--- src/rtl/serial_subtractor_pkg.sv ---
// Shared definitions for the bit-serial subtractor: control state encoding
// and the default operand width.
package serial_subtractor_pkg;

  localparam int DEFAULT_WIDTH = 4;

  typedef enum logic [1:0] {
    IDLE = 2'd0,
    RUN  = 2'd1,
    DONE = 2'd2
  } state_t;

endpackage

--- src/rtl/full_subtractor.sv ---
// One-bit full subtractor: d = a - b - br, bo is the borrow out of this bit.
module full_subtractor (
  input  logic a,
  input  logic b,
  input  logic br,
  output logic d,
  output logic bo
);

  // Difference and borrow for a single bit position
  always_comb begin
    d  = a ^ b ^ br;
    bo = (~a & b) | (~(a ^ b) & br);
  end

endmodule

--- src/rtl/serial_subtractor.sv ---
// Bit-serial subtractor computing A - B - Bin one bit per clock, LSB first.
// Operands are captured into shift registers on the input handshake; each RUN
// cycle feeds the low bits through a single full_subtractor and shifts the
// resulting difference and borrow bits in from the top, so after WIDTH cycles
// every bit sits in its final position. WIDTH must be at least 2.
module serial_subtractor
  import serial_subtractor_pkg::*;
#(
  parameter int WIDTH = DEFAULT_WIDTH
) (
  input  logic             clk,
  input  logic             rst_n,
  input  logic             in_valid,
  output logic             in_ready,
  input  logic [WIDTH-1:0] A,
  input  logic [WIDTH-1:0] B,
  input  logic             Bin,
  output logic             out_valid,
  input  logic             out_ready,
  output logic [WIDTH-1:0] D,
  output logic [WIDTH:1]   Bout
);

  localparam int IDXW = (WIDTH > 1) ? $clog2(WIDTH) : 1;

  state_t           state;
  state_t           state_next;
  logic [IDXW-1:0]  idx;
  logic [WIDTH-1:0] a_sh;
  logic [WIDTH-1:0] b_sh;
  logic             br;
  logic [WIDTH-1:0] d_reg;
  logic [WIDTH:1]   bout_reg;
  logic             bit_d;
  logic             bit_bo;
  logic             last_bit;

  assign last_bit = (idx == IDXW'(WIDTH - 1));

  full_subtractor u_fs (
    .a  (a_sh[0]),
    .b  (b_sh[0]),
    .br (br),
    .d  (bit_d),
    .bo (bit_bo)
  );

  // State register with synchronous active-low reset
  always_ff @(posedge clk) begin
    if (!rst_n) begin
      state <= IDLE;
    end else begin
      state <= state_next;
    end
  end

  // Next-state logic: accept in IDLE, count bits in RUN, wait for consumer in DONE
  always_comb begin
    state_next = state;
    case (state)
      IDLE:    if (in_valid) state_next = RUN;
      RUN:     if (last_bit) state_next = DONE;
      DONE:    if (out_ready) state_next = IDLE;
      default: state_next = IDLE;
    endcase
  end

  // Handshake outputs decoded straight from the state
  always_comb begin
    in_ready  = (state == IDLE);
    out_valid = (state == DONE);
  end

  // Datapath: capture operands, then resolve one bit per RUN cycle
  always_ff @(posedge clk) begin
    if (!rst_n) begin
      idx      <= '0;
      a_sh     <= '0;
      b_sh     <= '0;
      br       <= 1'b0;
      d_reg    <= '0;
      bout_reg <= '0;
    end else begin
      case (state)
        IDLE: begin
          if (in_valid) begin
            a_sh     <= A;
            b_sh     <= B;
            br       <= Bin;
            idx      <= '0;
            d_reg    <= '0;
            bout_reg <= '0;
          end
        end
        RUN: begin
          a_sh     <= a_sh >> 1;
          b_sh     <= b_sh >> 1;
          br       <= bit_bo;
          d_reg    <= {bit_d, d_reg[WIDTH-1:1]};
          bout_reg <= {bit_bo, bout_reg[WIDTH:2]};
          if (!last_bit) idx <= idx + IDXW'(1);
        end
        default: begin
        end
      endcase
    end
  end

  assign D    = d_reg;
  assign Bout = bout_reg;

endmodule

--- config.mk ---
export PLATFORM = sky130hd
export DESIGN_NAME = serial_subtractor
export DESIGN_NICKNAME = d
export VERILOG_FILES = /design/src/rtl/serial_subtractor_pkg.sv /design/src/rtl/full_subtractor.sv /design/src/rtl/serial_subtractor.sv
export SDC_FILE = /design/constraint.sdc
export NUM_CORES = 1
export LEC_CHECK = 0
export ABC_AREA = 1
export BUFFER_PORTS_ARGS = -buffer_cell sky130_fd_sc_hd__buf_2
export CORE_AREA = 3 3 45 55
export DETAILED_ROUTE_END_ITERATION = 8
export DIE_AREA = 0 0 48 58
export HOLD_SLACK_MARGIN = 0.1
export PLACE_DENSITY = 0.73
export SYNTH_ARGS = -nofsm -noshare
export SYNTH_HDL_FRONTEND = slang
export SYNTH_SLANG_ARGS = --single-unit
--- constraint.sdc ---
create_clock -name clk -period 1.7 [get_ports clk]
set_clock_uncertainty 0.1 [all_clocks]
set_input_delay 0.17 -clock clk [delete_from_list [all_inputs] [get_ports clk]]
set_output_delay 0.17 -clock clk [all_outputs]
set_load 0.005 [all_outputs]
## Word-level counts from Yosys, hierarchy flattened

Index checks and enable logic that the tools add are counted.

| cells by class | value |
|---|---|
| add/sub/neg operators | 1 |
| equality and inequality tests | 7 |
| multiplexer cells | 16 |
| bitwise logic cells | 7 |
| reductions and logical operators | 5 |

Operator list:

| kind | number |
|---|---|
| $pmux 4 s2 | 4 |
| $mux 4 | 3 |
| $mux 2 | 5 |
| $ne 2x2->1 const B | 3 |
| $pmux 2 s3 | 1 |
| $reduce_and 3->1 | 2 |
| $eq 2x2->1 const B | 2 |
| $pmux 2 s2 | 1 |
| $add 2x1->2 const B | 1 |
| $and 1x1->1 | 2 |
| $eq 2x1->1 const B | 1 |
| $logic_not 2->1 | 1 |
| $ne 2x1->1 const B | 1 |
| $not 1->1 | 2 |
| $pmux 1 s2 | 1 |
| $reduce_and 2->1 | 1 |
| $reduce_bool 2->1 | 1 |
| $xor 1x1->1 | 2 |
| $mux 1 | 1 |
| $or 1x1->1 | 1 |

| word-level totals | value |
|---|---|
| flip-flop bits (word level) | 21 |
| input bits | 13 |
| output and inout bits | 10 |
| word-level logic and storage cells | 43 |

## Depth between registers and ports, before layout

| logic depth | value |
|---|---|
| depth after elaboration | 5 |
| mapped depth | 8 |
| mapped depth without buffers | 7 |

## Cells and area by module

From an unflattened synthesis, not the netlist that was laid out.

| second synthesis, totals | value |
|---|---|
| cell total of the unflattened synthesis | 145 |
| area total of the unflattened synthesis | 1,018.5 um^2 |

By module, submodules not included:

| module | instances | cells each | area each (um^2) | seq. area each (um^2) |
|---|---|---|---|---|
| serial_subtractor | 1 | 141 | 987.2 | 420.4 |
| full_subtractor | 1 | 4 | 31.3 | 0.0 |

## Worst setup path after synthesis

OpenSTA, ideal clock, no wires.

| path | value |
|---|---|
| path type | reg2reg |
| start point | register br |
| end point | register d_reg[3], in the netlist D[3] |
| setup time | 0.070 ns |
| data arrival time | 1.018 ns |
| required time | 1.530 ns |
| setup slack | 0.512 ns |
| cell stages (with the launch flop) | 5 |
| path buffers | 0 |
| clock period less this slack | 1.188 ns |
| cell sequence | dfxtp_1 > inv_1 > fa_1 > nand2_1 > a21oi_1 |

| on the way | value |
|---|---|
| longest elaborated chain between the ends | 2 |

Ends and longest elaborated chain:

| what | RTL line | source |
|---|---|---|
| start, declared | serial_subtractor.sv:31 | `logic br;` |
| start signal, assigned | serial_subtractor.sv:89 | `br <= Bin;` |
| start signal, assigned | serial_subtractor.sv:98 | `br <= bit_bo;` |
| $xor 1x1->1 | full_subtractor.sv:12 | `d = a ^ b ^ br;` |
| $pmux 4 s2 | serial_subtractor.sv:84 | `case (state)` |
| end signal, assigned | serial_subtractor.sv:99 | `d_reg <= {bit_d, d_reg[WIDTH-1:1]};` |
| end, declared | serial_subtractor.sv:32 | `logic [WIDTH-1:0] d_reg;` |

Every way passes these cells.
A chain may end at the register's enable or synchronous reset.

## Final worst setup path

| path | value |
|---|---|
| start point | register state[0] |
| end point | register b_sh[3] |

| on the way | value |
|---|---|
| longest elaborated chain between the ends | 3 |
| elaborated cells between the ends (all ways) | 6 |
| those cells by class | eq/ne: 2; mux: 1; reduce/logical: 3 |

Ends and longest elaborated chain:

| what | RTL line | source |
|---|---|---|
| start, declared | serial_subtractor.sv:26 | `state_t state;` |
| start signal, assigned | serial_subtractor.sv:53 | `state <= state_next;` |
| $eq 2x1->1 or $logic_not 2->1 (tied branches) | serial_subtractor.sv:84 |  |
| $reduce_bool 2->1 (no source line) or $ne 2x2->1 (tied branches) | -- |  |
| $reduce_and 2->1 (no source line) | -- |  |
| end signal, assigned | serial_subtractor.sv:97 | `b_sh <= b_sh >> 1;` |
| end, declared | serial_subtractor.sv:30 | `logic [WIDTH-1:0] b_sh;` |

Parallel ways exist; a longest one is shown, timed or not.

==> results.py <==
metrics = {
    "logic_synthesis": {
        "synth_area_um2": 991,
        "yosysUniqueCellTypes": 18,
        "synth-seq-cells": 21,
        "synth.net_count": 162,
        "synth_cells": 147,
        "yosys_warnings": 0,
        "yosysSeqAreaShare_pct": 42.4,
        "yosys-top-cells-area": "dfxtp_1 (42%), nand2_1 (22%), nor2_1 (8.3%), a21oi_1 (6.1%), inv_1 (5.3%)",
        "synth_area_per_cell_um2": 6.74,
        "synth.top_cell.area_share_pct": 42.4,
        "synth_top_cell_by_area": "dfxtp_1",
    },
    "sta": {
        "max_freq_mhz": 633,
        "hold_violations": 0,
        "drv_slew": 0,
        "setup-violations-final": 0,
        "tns_ps": 0,
        "worstMarginPinSlew_ps": 569,
        "fin_crit_sh_pct": 93.0,
        "rsz0062_at_grt": "no",
        "fin_crit_ps": 1580,
        "slew_headroom_pct": 61.9,
    },
    "cells_and_area": {
        "final_common_cell": "nand2_1",
        "mostFrequentLayoutCells": "nand2_1 (59), nor2_1 (22), buf_2 (22)",
        "drive_above_1_share_pct": 17.3,
        "fillers": 201,
        "final_util_pct": 60.7,
        "final_net_count": 195,
        "area_growth_syn_to_layout_pct": 24.2,
        "diodes": 0,
    },
    "placement": {
        "port_buffers": 22,
        "dpl.hpwl_um": 1370,
        "gp_congestion": 0.765,
    },
    "clocking": {
        "htreeDepth": 1,
        "cts_tree": "built",
        "clock_sinks": 21,
        "clockBufferDepth": 2,
        "clk_latency_ps": 300,
        "post-cts-setup-buffers": 0,
        "cts_buffers": 3,
        "path_clk_slew_ps": 110,
        "clockRootBuffer": "clkbuf_4",
    },
    "power_and_ir_drop": {
        "cellLeakagePower_nw": 0.604,
        "comb_power_share_pct": 18.9,
        "sw_frac_of_total_pct": 27.7,
        "p_switching_w": 0.000265,
        "ir_drop_uv": 541,
        "seqPwrFrac_pct": 56.4,
        "power_frac_clock_pct": 24.7,
        "p_per_area_mw_per_mm2": 777,
        "internal-power_w": 0.000692,
    },
    "setup_path": {
        "crit_arrival_ps": 1720,
        "start_kind": "flop",
        "path_cells": "nor2_4 -> nand3_1 -> dlygate4sd3_1 -> a21oi_1",
        "ff2ff_path_depth": 4,
        "crit_slowest_cell": "dlygate4sd3_1",
        "crit_path_end_kind": "flop",
        "crit_type": "flop to flop",
        "critPathMaxFanout": 7,
        "worstPathRequired_ps": 1840,
        "rr_endpoint": "b_sh[3]",
        "r2r_setup_slack_ps": 120,
        "cpPeakStageDelay_ps": 580,
        "r2r_start": "state[0]",
    },
    "floorplanning": {
        "core-area_mm2": 0.00203,
        "io_pins": 23,
        "initial_utilization_pct": 48.9,
        "die_w_um": 48,
        "die_h_um": 58,
        "fp-row-count": 18,
        "dieArea_mm2": 0.00278,
    },
    "route": {
        "drt_iter0_drc": 29,
        "ant_nets": 0,
        "vias": 949,
        "highest_layer": "met4",
        "routed_wl_um": 2070,
        "drc": 0,
        "met3_length_um": 82,
        "vias_per_cell": 4.77,
        "met2_length_um": 1030,
        "wl_per_cell_um": 10.4,
        "drt-met1-wl_um": 913,
        "first_pass_iters": 4,
    },
    "min_path": {
        "hold_path_class": "primary input to flop",
        "whs_path_depth": 5,
        "min_from": "A[1]",
        "min_to": "a_sh[1]",
    },
    "flow_run": {
        "cap_violations": 0,
    },
    "run_status": {
        "status": "completed",
    },
    "global_route": {
        "globalRouteOverflowTotal": 0,
        "antenna_found_initial": 0,
        "grt_pass1_wl_um": 3400,
        "grt_usage_pct": 16.8,
        "grt_pass1_vias": 857,
        "grt_max_degree": 25,
    },
}
[sequential cells by signal, summed over array words and instances (netlist names)]
| signal | cells |
|---|---|
| Bout | 4 |
| D | 4 |
| a_sh | 4 |
| b_sh | 4 |
| idx | 2 |
| state | 2 |
| br | 1 |
[through the flow]
stage	total power [W]	setup slack, ps	hold WS [ps]	std cells	area (um^2)
after floorplan	0.000674	512	234	147	991
after global placement	0.000701	359	321	183	1080
after detailed placement	0.000709	323	335	183	1080
after CTS	0.000965	90.6	119	199	1230
after global routing	0.00102	39.4	142	199	1230
final	0.000957	120	115	199	1230
[final cells by class]
type,count,area (um^2),area share (%)
tap,20,25.0,2.03
inverter,16,60.1,4.88
sequential,21,420,34.1
clock buffer,4,26.3,2.13
multi-input combinational,104,469,38.1
timing repair buffer,34,230,18.7
[worst max path at each step]
stage | start | to | slack, ps
after floorplan | br | D[3] | 510
after global placement | state[0] | br | 360
final | state[0] | b_sh[3] | 120
after global routing | state[0] | b_sh[3] | 40
after detailed placement | state[0] | b_sh[2] | 320
after CTS | state[0] | a_sh[3] | 90
[critical path: cells and delay by family, from the launching register on]
family                 cells  cell delay [ps]
DFF                        1              430
AOI/OAI and AO/OA          1              150
buffers and inverters      1              580
and+or+nand+nor            2              260
[power by group through the flow]
stage | Clock, W | Combinational [W] | Sequential [W]
after floorplan | 0 | 0.000130 | 0.000544
after global placement | 0 | 0.000152 | 0.000549
after detailed placement | 0 | 0.000158 | 0.000551
after CTS | 0.000245 | 0.000181 | 0.000539
after global routing | 0.000269 | 0.000209 | 0.000545
final | 0.000236 | 0.000180 | 0.000540
[Yosys cell counts, drive strengths merged]
cell type and instances:
inv 16, buf 5, dfxtp 21, fa 1, o21ai 1, nand3 4, nand3b 1, ha 1
clkbuf 1, a21oi 12, nand2 60, nor2 24
[timing repair]
action                                 CTS  global route
endpoints found under the hold margin   11             0
hold buffers                            12             0
gates resized for setup                  0             1
setup endpoints to repair                0             2
[metal layers]
| metal | vias up | track usage (%) |
|---|---|---|
| met5 | - | 0 |
| met4 | 0 | 8.08 |
| met3 | 4 | 2.17 |
| met2 | 19 | 29.3 |
| met1 | 419 | 18.8 |
| li1 | 507 | - |
[cell families (layout without fill, tap and decap cells)]
| group | Yosys count | count (layout) | share of synthesized area [%] |
|---|---|---|---|
| AO/OA/AOI/OAI | 13 | 13 | 7.70 |
| adder cells (fa/ha/maj) | 2 | 2 | 3.28 |
| buffers and inverters | 22 | 54 | 10.7 |
| flip-flops | 21 | 21 | 42.4 |
| AND/OR/NAND/NOR | 89 | 89 | 35.9 |
Power figures use the tool's default switching activity.
